<file path="config.mk">
export PLATFORM = sky130hd
export DESIGN_NAME = ex_sorter_sorter_valrdy
export DESIGN_NICKNAME = d
export VERILOG_FILES = /design/src/rtl/ex_sorter_sorter_valrdy.sv
export SDC_FILE = /design/constraint.sdc
export NUM_CORES = 1
export LEC_CHECK = 0
export ABC_AREA = 1
export BUFFER_PORTS_ARGS = -buffer_cell sky130_fd_sc_hd__buf_4
export CAP_MARGIN = 20
export CORE_ASPECT_RATIO = 0.5
export CORE_MARGIN = 3
export CORE_UTILIZATION = 30
export CTS_CLUSTER_SIZE = 30
export DETAILED_ROUTE_END_ITERATION = 12
export GPL_TIMING_DRIVEN = 0
export HOLD_SLACK_MARGIN = 0.08
export PLACE_DENSITY_LB_ADDON = 0.25
export SYNTH_ARGS = -nofsm -noshare
export SYNTH_HDL_FRONTEND = slang
export SYNTH_SLANG_ARGS = --single-unit
</file>
<file path="constraint.sdc">
create_clock -name clk -period 5.9 [get_ports clk]
set_input_delay 1.475 -clock clk [delete_from_list [all_inputs] [get_ports clk]]
set_output_delay 1.475 -clock clk [all_outputs]
set_load 0.02 [all_outputs]
</file>
<file path="src/rtl/ex_sorter_sorter_valrdy.sv">
// Four-element streaming sorter: three compare-and-swap stages with
// val/rdy handshakes on both sides and per-transaction sort direction.
module ex_sorter_sorter_valrdy #(
  parameter int p_nbits  = 8,
  parameter bit p_signed = 1'b0
) (
  input  logic               clk,
  input  logic               reset,
  input  logic               in_val,
  output logic               in_rdy,
  input  logic               in_desc,
  input  logic [p_nbits-1:0] in0,
  input  logic [p_nbits-1:0] in1,
  input  logic [p_nbits-1:0] in2,
  input  logic [p_nbits-1:0] in3,
  output logic               out_val,
  input  logic               out_rdy,
  output logic [p_nbits-1:0] out0,
  output logic [p_nbits-1:0] out1,
  output logic [p_nbits-1:0] out2,
  output logic [p_nbits-1:0] out3,
  output logic [1:0]         occupancy
);

  typedef logic [3:0][p_nbits-1:0] quad_t;
  typedef logic [1:0][p_nbits-1:0] pair_t;

  // Result [0] is the new lo slot, [1] the new hi slot.
  // An unknown swap decision poisons both slots.
  function automatic pair_t cas(
    input logic [p_nbits-1:0] lo,
    input logic [p_nbits-1:0] hi,
    input logic               desc
  );
    logic g;
    logic l;
    logic sw;
    if (p_signed) begin
      g = $signed(lo) > $signed(hi);
      l = $signed(lo) < $signed(hi);
    end else begin
      g = lo > hi;
      l = lo < hi;
    end
    sw = desc ? l : g;
    if (sw) begin
      cas = {lo, hi};
    end else if (!sw) begin
      cas = {hi, lo};
    end else begin
      cas = 'x;
    end
  endfunction

  logic  s1_val_q, s1_val_d;
  logic  s2_val_q, s2_val_d;
  logic  s3_val_q, s3_val_d;
  logic  s1_desc_q, s1_desc_d;
  logic  s2_desc_q, s2_desc_d;
  logic  s3_desc_q, s3_desc_d;
  quad_t s1_elm_q, s1_elm_d;
  quad_t s2_elm_q, s2_elm_d;
  quad_t s3_elm_q, s3_elm_d;

  logic  rdy1, rdy2, rdy3;
  pair_t c1a, c1b, c2a, c2b, c3;
  quad_t s1_net, s2_net;

  assign rdy3   = !s3_val_q || out_rdy;
  assign rdy2   = !s2_val_q || rdy3;
  assign rdy1   = !s1_val_q || rdy2;
  assign in_rdy = rdy1 && !reset;

  assign c1a    = cas(s1_elm_q[0], s1_elm_q[1], s1_desc_q);
  assign c1b    = cas(s1_elm_q[2], s1_elm_q[3], s1_desc_q);
  assign s1_net = {c1b[1], c1b[0], c1a[1], c1a[0]};

  assign c2a    = cas(s2_elm_q[0], s2_elm_q[2], s2_desc_q);
  assign c2b    = cas(s2_elm_q[1], s2_elm_q[3], s2_desc_q);
  assign s2_net = {c2b[1], c2a[1], c2b[0], c2a[0]};

  assign c3     = cas(s3_elm_q[1], s3_elm_q[2], s3_desc_q);

  assign out_val = s3_val_q;
  assign out0    = s3_elm_q[0];
  assign out1    = c3[0];
  assign out2    = c3[1];
  assign out3    = s3_elm_q[3];

  assign occupancy = {1'b0, s1_val_q}
                   + {1'b0, s2_val_q}
                   + {1'b0, s3_val_q};

  always_comb begin
    s1_val_d  = s1_val_q;
    s1_desc_d = s1_desc_q;
    s1_elm_d  = s1_elm_q;
    s2_val_d  = s2_val_q;
    s2_desc_d = s2_desc_q;
    s2_elm_d  = s2_elm_q;
    s3_val_d  = s3_val_q;
    s3_desc_d = s3_desc_q;
    s3_elm_d  = s3_elm_q;
    if (rdy1) begin
      s1_val_d  = in_val && in_rdy;
      s1_desc_d = in_desc;
      s1_elm_d  = {in3, in2, in1, in0};
    end
    if (rdy2) begin
      s2_val_d  = s1_val_q;
      s2_desc_d = s1_desc_q;
      s2_elm_d  = s1_net;
    end
    if (rdy3) begin
      s3_val_d  = s2_val_q;
      s3_desc_d = s2_desc_q;
      s3_elm_d  = s2_net;
    end
    if (reset) begin
      s1_val_d = 1'b0;
      s2_val_d = 1'b0;
      s3_val_d = 1'b0;
    end
  end

  always_ff @(posedge clk) begin
    s1_val_q  <= s1_val_d;
    s2_val_q  <= s2_val_d;
    s3_val_q  <= s3_val_d;
    s1_desc_q <= s1_desc_d;
    s2_desc_q <= s2_desc_d;
    s3_desc_q <= s3_desc_d;
    s1_elm_q  <= s1_elm_d;
    s2_elm_q  <= s2_elm_d;
    s3_elm_q  <= s3_elm_d;
  end

  always_ff @(posedge clk) begin
    if (!reset) begin
      assert (!$isunknown({in_val, out_rdy, in_rdy, out_val,
                           s1_val_q, s2_val_q, s3_val_q}))
        else $error("unknown handshake or stage valid");
    end
  end

endmodule
</file>
==> results.toml <==
[detailed_routing]
drtAntennaViolNets = 0
vias_per_cell = 4.39
drc = 0
avgRoutedWirePerCell_um = 13.6
drt_first_pass_iters = 5
first_iter_violations = 247
vias = 3998
totalWireLength_um = 12400

[cells_and_area]
diodes = 0
finalNetCount = 749
instances_no_fill = 910
syn_to_final_growth_pct = 21.6
fin_util = 0.382
drive_above_1_share = 0.210
fillCellCount = 1759

[worst_setup_path]
endpoint_kind = "output port"
crit_arrival_ns = 3.35
r2r_start = "out_val"
timing.critical_path.from = "out_rdy"
cp_data_required_time_ns = 4.43
crit_type = "in -> out"
r2r_end = "s1_elm_q[3]"
worst_r2r_path_depth = 4
critPathLaunchType = "input port"
timing.reg2reg.setup_slack_ns = 3.51
crit_path_max_fanout = 19

[hold_path]
whs_path_depth = 2
hp-class = "reg -> reg"
hp-start = "s2_val_q"
worst_hold_path.endpoint = "out_val"

[placement]
dp_cells = 894
place_ws_ns = 0.967
gp_congestion = 0.809
detailed_place_hpwl_um = 10000
io_buffers = 72

[yosys]
syn_area_per_cell_um2 = 9.54
synthesis.instances = 585
ys_seq_elements = 102
syn_nets = 663
syn_area_um2 = 5580
synth_seq_area_share = 0.543
ys_warn_count = 0
netlist-cell-type-count = 19

[sta]
setup_viol = 0
final.period_utilization = 0.818
clock.fmax_mhz = 207
max_slew.worst_pin.slew_ns = 0.886
finalSetupTns_ns = 0
slew_violations = 0
min_period_ns = 4.83
hold_viol = 0
rsz0062_at_grt = "false"
slew_headroom = 0.408
fin_worst_skew_ns = 0.00653
final.setup.worst_slack_ns = 1.07

[cts]
root_buffer = "clkbuf_16"
postCtsHoldBufs = 0
post_cts_buffers = 0
worstSkewPairLatency_ns = 0.35
cts_buffer_depth = 2
cts.sinks = 102
tritoncts = "yes"
h-tree-depth = 3
clkTransAtPathRegs_ns = 0.07
cts_buffers = 9
cts_resized = 0

[global_route]
grt_pass1_wl_um = 19800
antenna_found_initial = 0
first_global_vias = 3758
grt_max_degree = 21
grt_usage = 0.127
overflow = 0

[power_and_ir_drop]
power.sequential.fraction = 0.404
clockPowerShare = 0.219
power.internal_mw = 1.67
max-vdd-ir-drop_mv = 0.128
p_switching_uw = 959
p_per_area_nw_per_um2 = 387
leakage_nw = 3.38
combPwrFrac = 0.377
p_sw_frac = 0.365

[floorplanning]
core_region_area_um2 = 17800
num_io_pins = 73
die_w_um = 199
die_h_um = 102
row_count = 34
initial_utilization = 0.314
die_area_um2 = 20400

[job]
drv_cap = 0

[outcome]
outcome = "finished, final reports clean"
[worst max-delay path: stages]
cell and delay (ns):
buf_4 0.10, inv_1 0.04, nand2_1 0.41, nor2_1 0.34
nand2_1 0.57, nand2_1 0.20, inv_1 0.06, buf_4 0.15
[worst max-delay path by stage]
stage                         to  cells after the start
after global placement    in_rdy                      8
final                     in_rdy                      8
after CTS                 in_rdy                      8
after detailed placement  in_rdy                      8
after global routing      in_rdy                      8
after floorplan           in_rdy                      6
[kinds of logic after synthesis]
family	share of synthesized area
AND/OR/NAND/NOR	0.259
AO/OA/AOI/OAI	0.0188
buffers and inverters	0.0854
adder cells (fa/ha/maj)	0.0933
flip-flops	0.543
[through the flow]
stage | instance area [µm²] | hold WS, ns | power, mW
floorplan | 5580 | 0.426 | 1.70
finish | 6790 | 0.489 | 2.63
global placement | 6410 | 0.469 | 2.06
global route | 6790 | 0.514 | 2.81
CTS | 6790 | 0.492 | 2.65
detailed placement | 6500 | 0.480 | 2.08
[layout make-up]
| type | count | area (µm²) | area share |
|---|---|---|---|
| plain buffers | 31 | 236 | 0.0349 |
| clock buffers | 9 | 225 | 0.0332 |
| clock inverters | 7 | 62.6 | 0.00922 |
| inverters | 64 | 240 | 0.0354 |
| multi-input cells | 388 | 2070 | 0.305 |
| flip-flops and latches | 102 | 3030 | 0.447 |
| well taps | 234 | 293 | 0.0431 |
| repair buffers | 75 | 623 | 0.0918 |
[power groups by stage]
stage / combinational, mW / sequential [mW] / clock, mW
after global routing: 1.12 / 1.08 / 0.618
after floorplan: 0.685 / 1.02 / 0
after CTS: 1.00 / 1.06 / 0.590
final: 0.990 / 1.06 / 0.576
after detailed placement: 1.00 / 1.08 / 0
after global placement: 0.982 / 1.08 / 0
[Yosys cell counts]
library cell / instances / area (µm²)
buf_2: 6 / 30.0
a21o_1: 5 / 37.5
nand2_4: 6 / 67.6
a21oi_1: 12 / 60.1
dfxtp_1: 3 / 60.1
inv_1: 64 / 240
o21a_1: 1 / 7.51
edfxtp_1: 99 / 2970
ha_1: 40 / 500
nor2_2: 5 / 31.3
buf_6: 5 / 56.3
nand3_1: 80 / 400
buf_4: 20 / 150
nand2_2: 4 / 25.0
nor2_1: 11 / 41.3
nand4_1: 5 / 31.3
nand2_1: 213 / 800
nand3_2: 5 / 50.1
fa_1: 1 / 20.0
[state kept, by name, indices dropped and copies added, names as in the netlist]
name       cells
out0           8
s3_desc_q      1
s2_elm_q      32
s1_desc_q      1
s3_elm_q      16
out_val        1
out3           8
s2_desc_q      1
s1_val_q       1
s1_elm_q      32
s2_val_q       1
[cell usage in the layout (no fill, tap or decap), types with 6 or more instances in the layout]
cell,instances
edfxtp_1,99
inv_1,64
buf_4,92
nand3_1,80
nand2_1,213
a21oi_1,12
ha_1,40
clkbuf_16,9
buf_2,6
nor2_1,11
nand2_4,6
[routing by layer]
metal,global-route usage,vias up,part of all wire
met5,0,-,0
met4,0.0313,0,0.011
met3,0.0343,12,0.062
met2,0.174,90,0.39
met1,0.195,1797,0.54
li1,-,2099,-
Power figures use the tool's default switching activity.
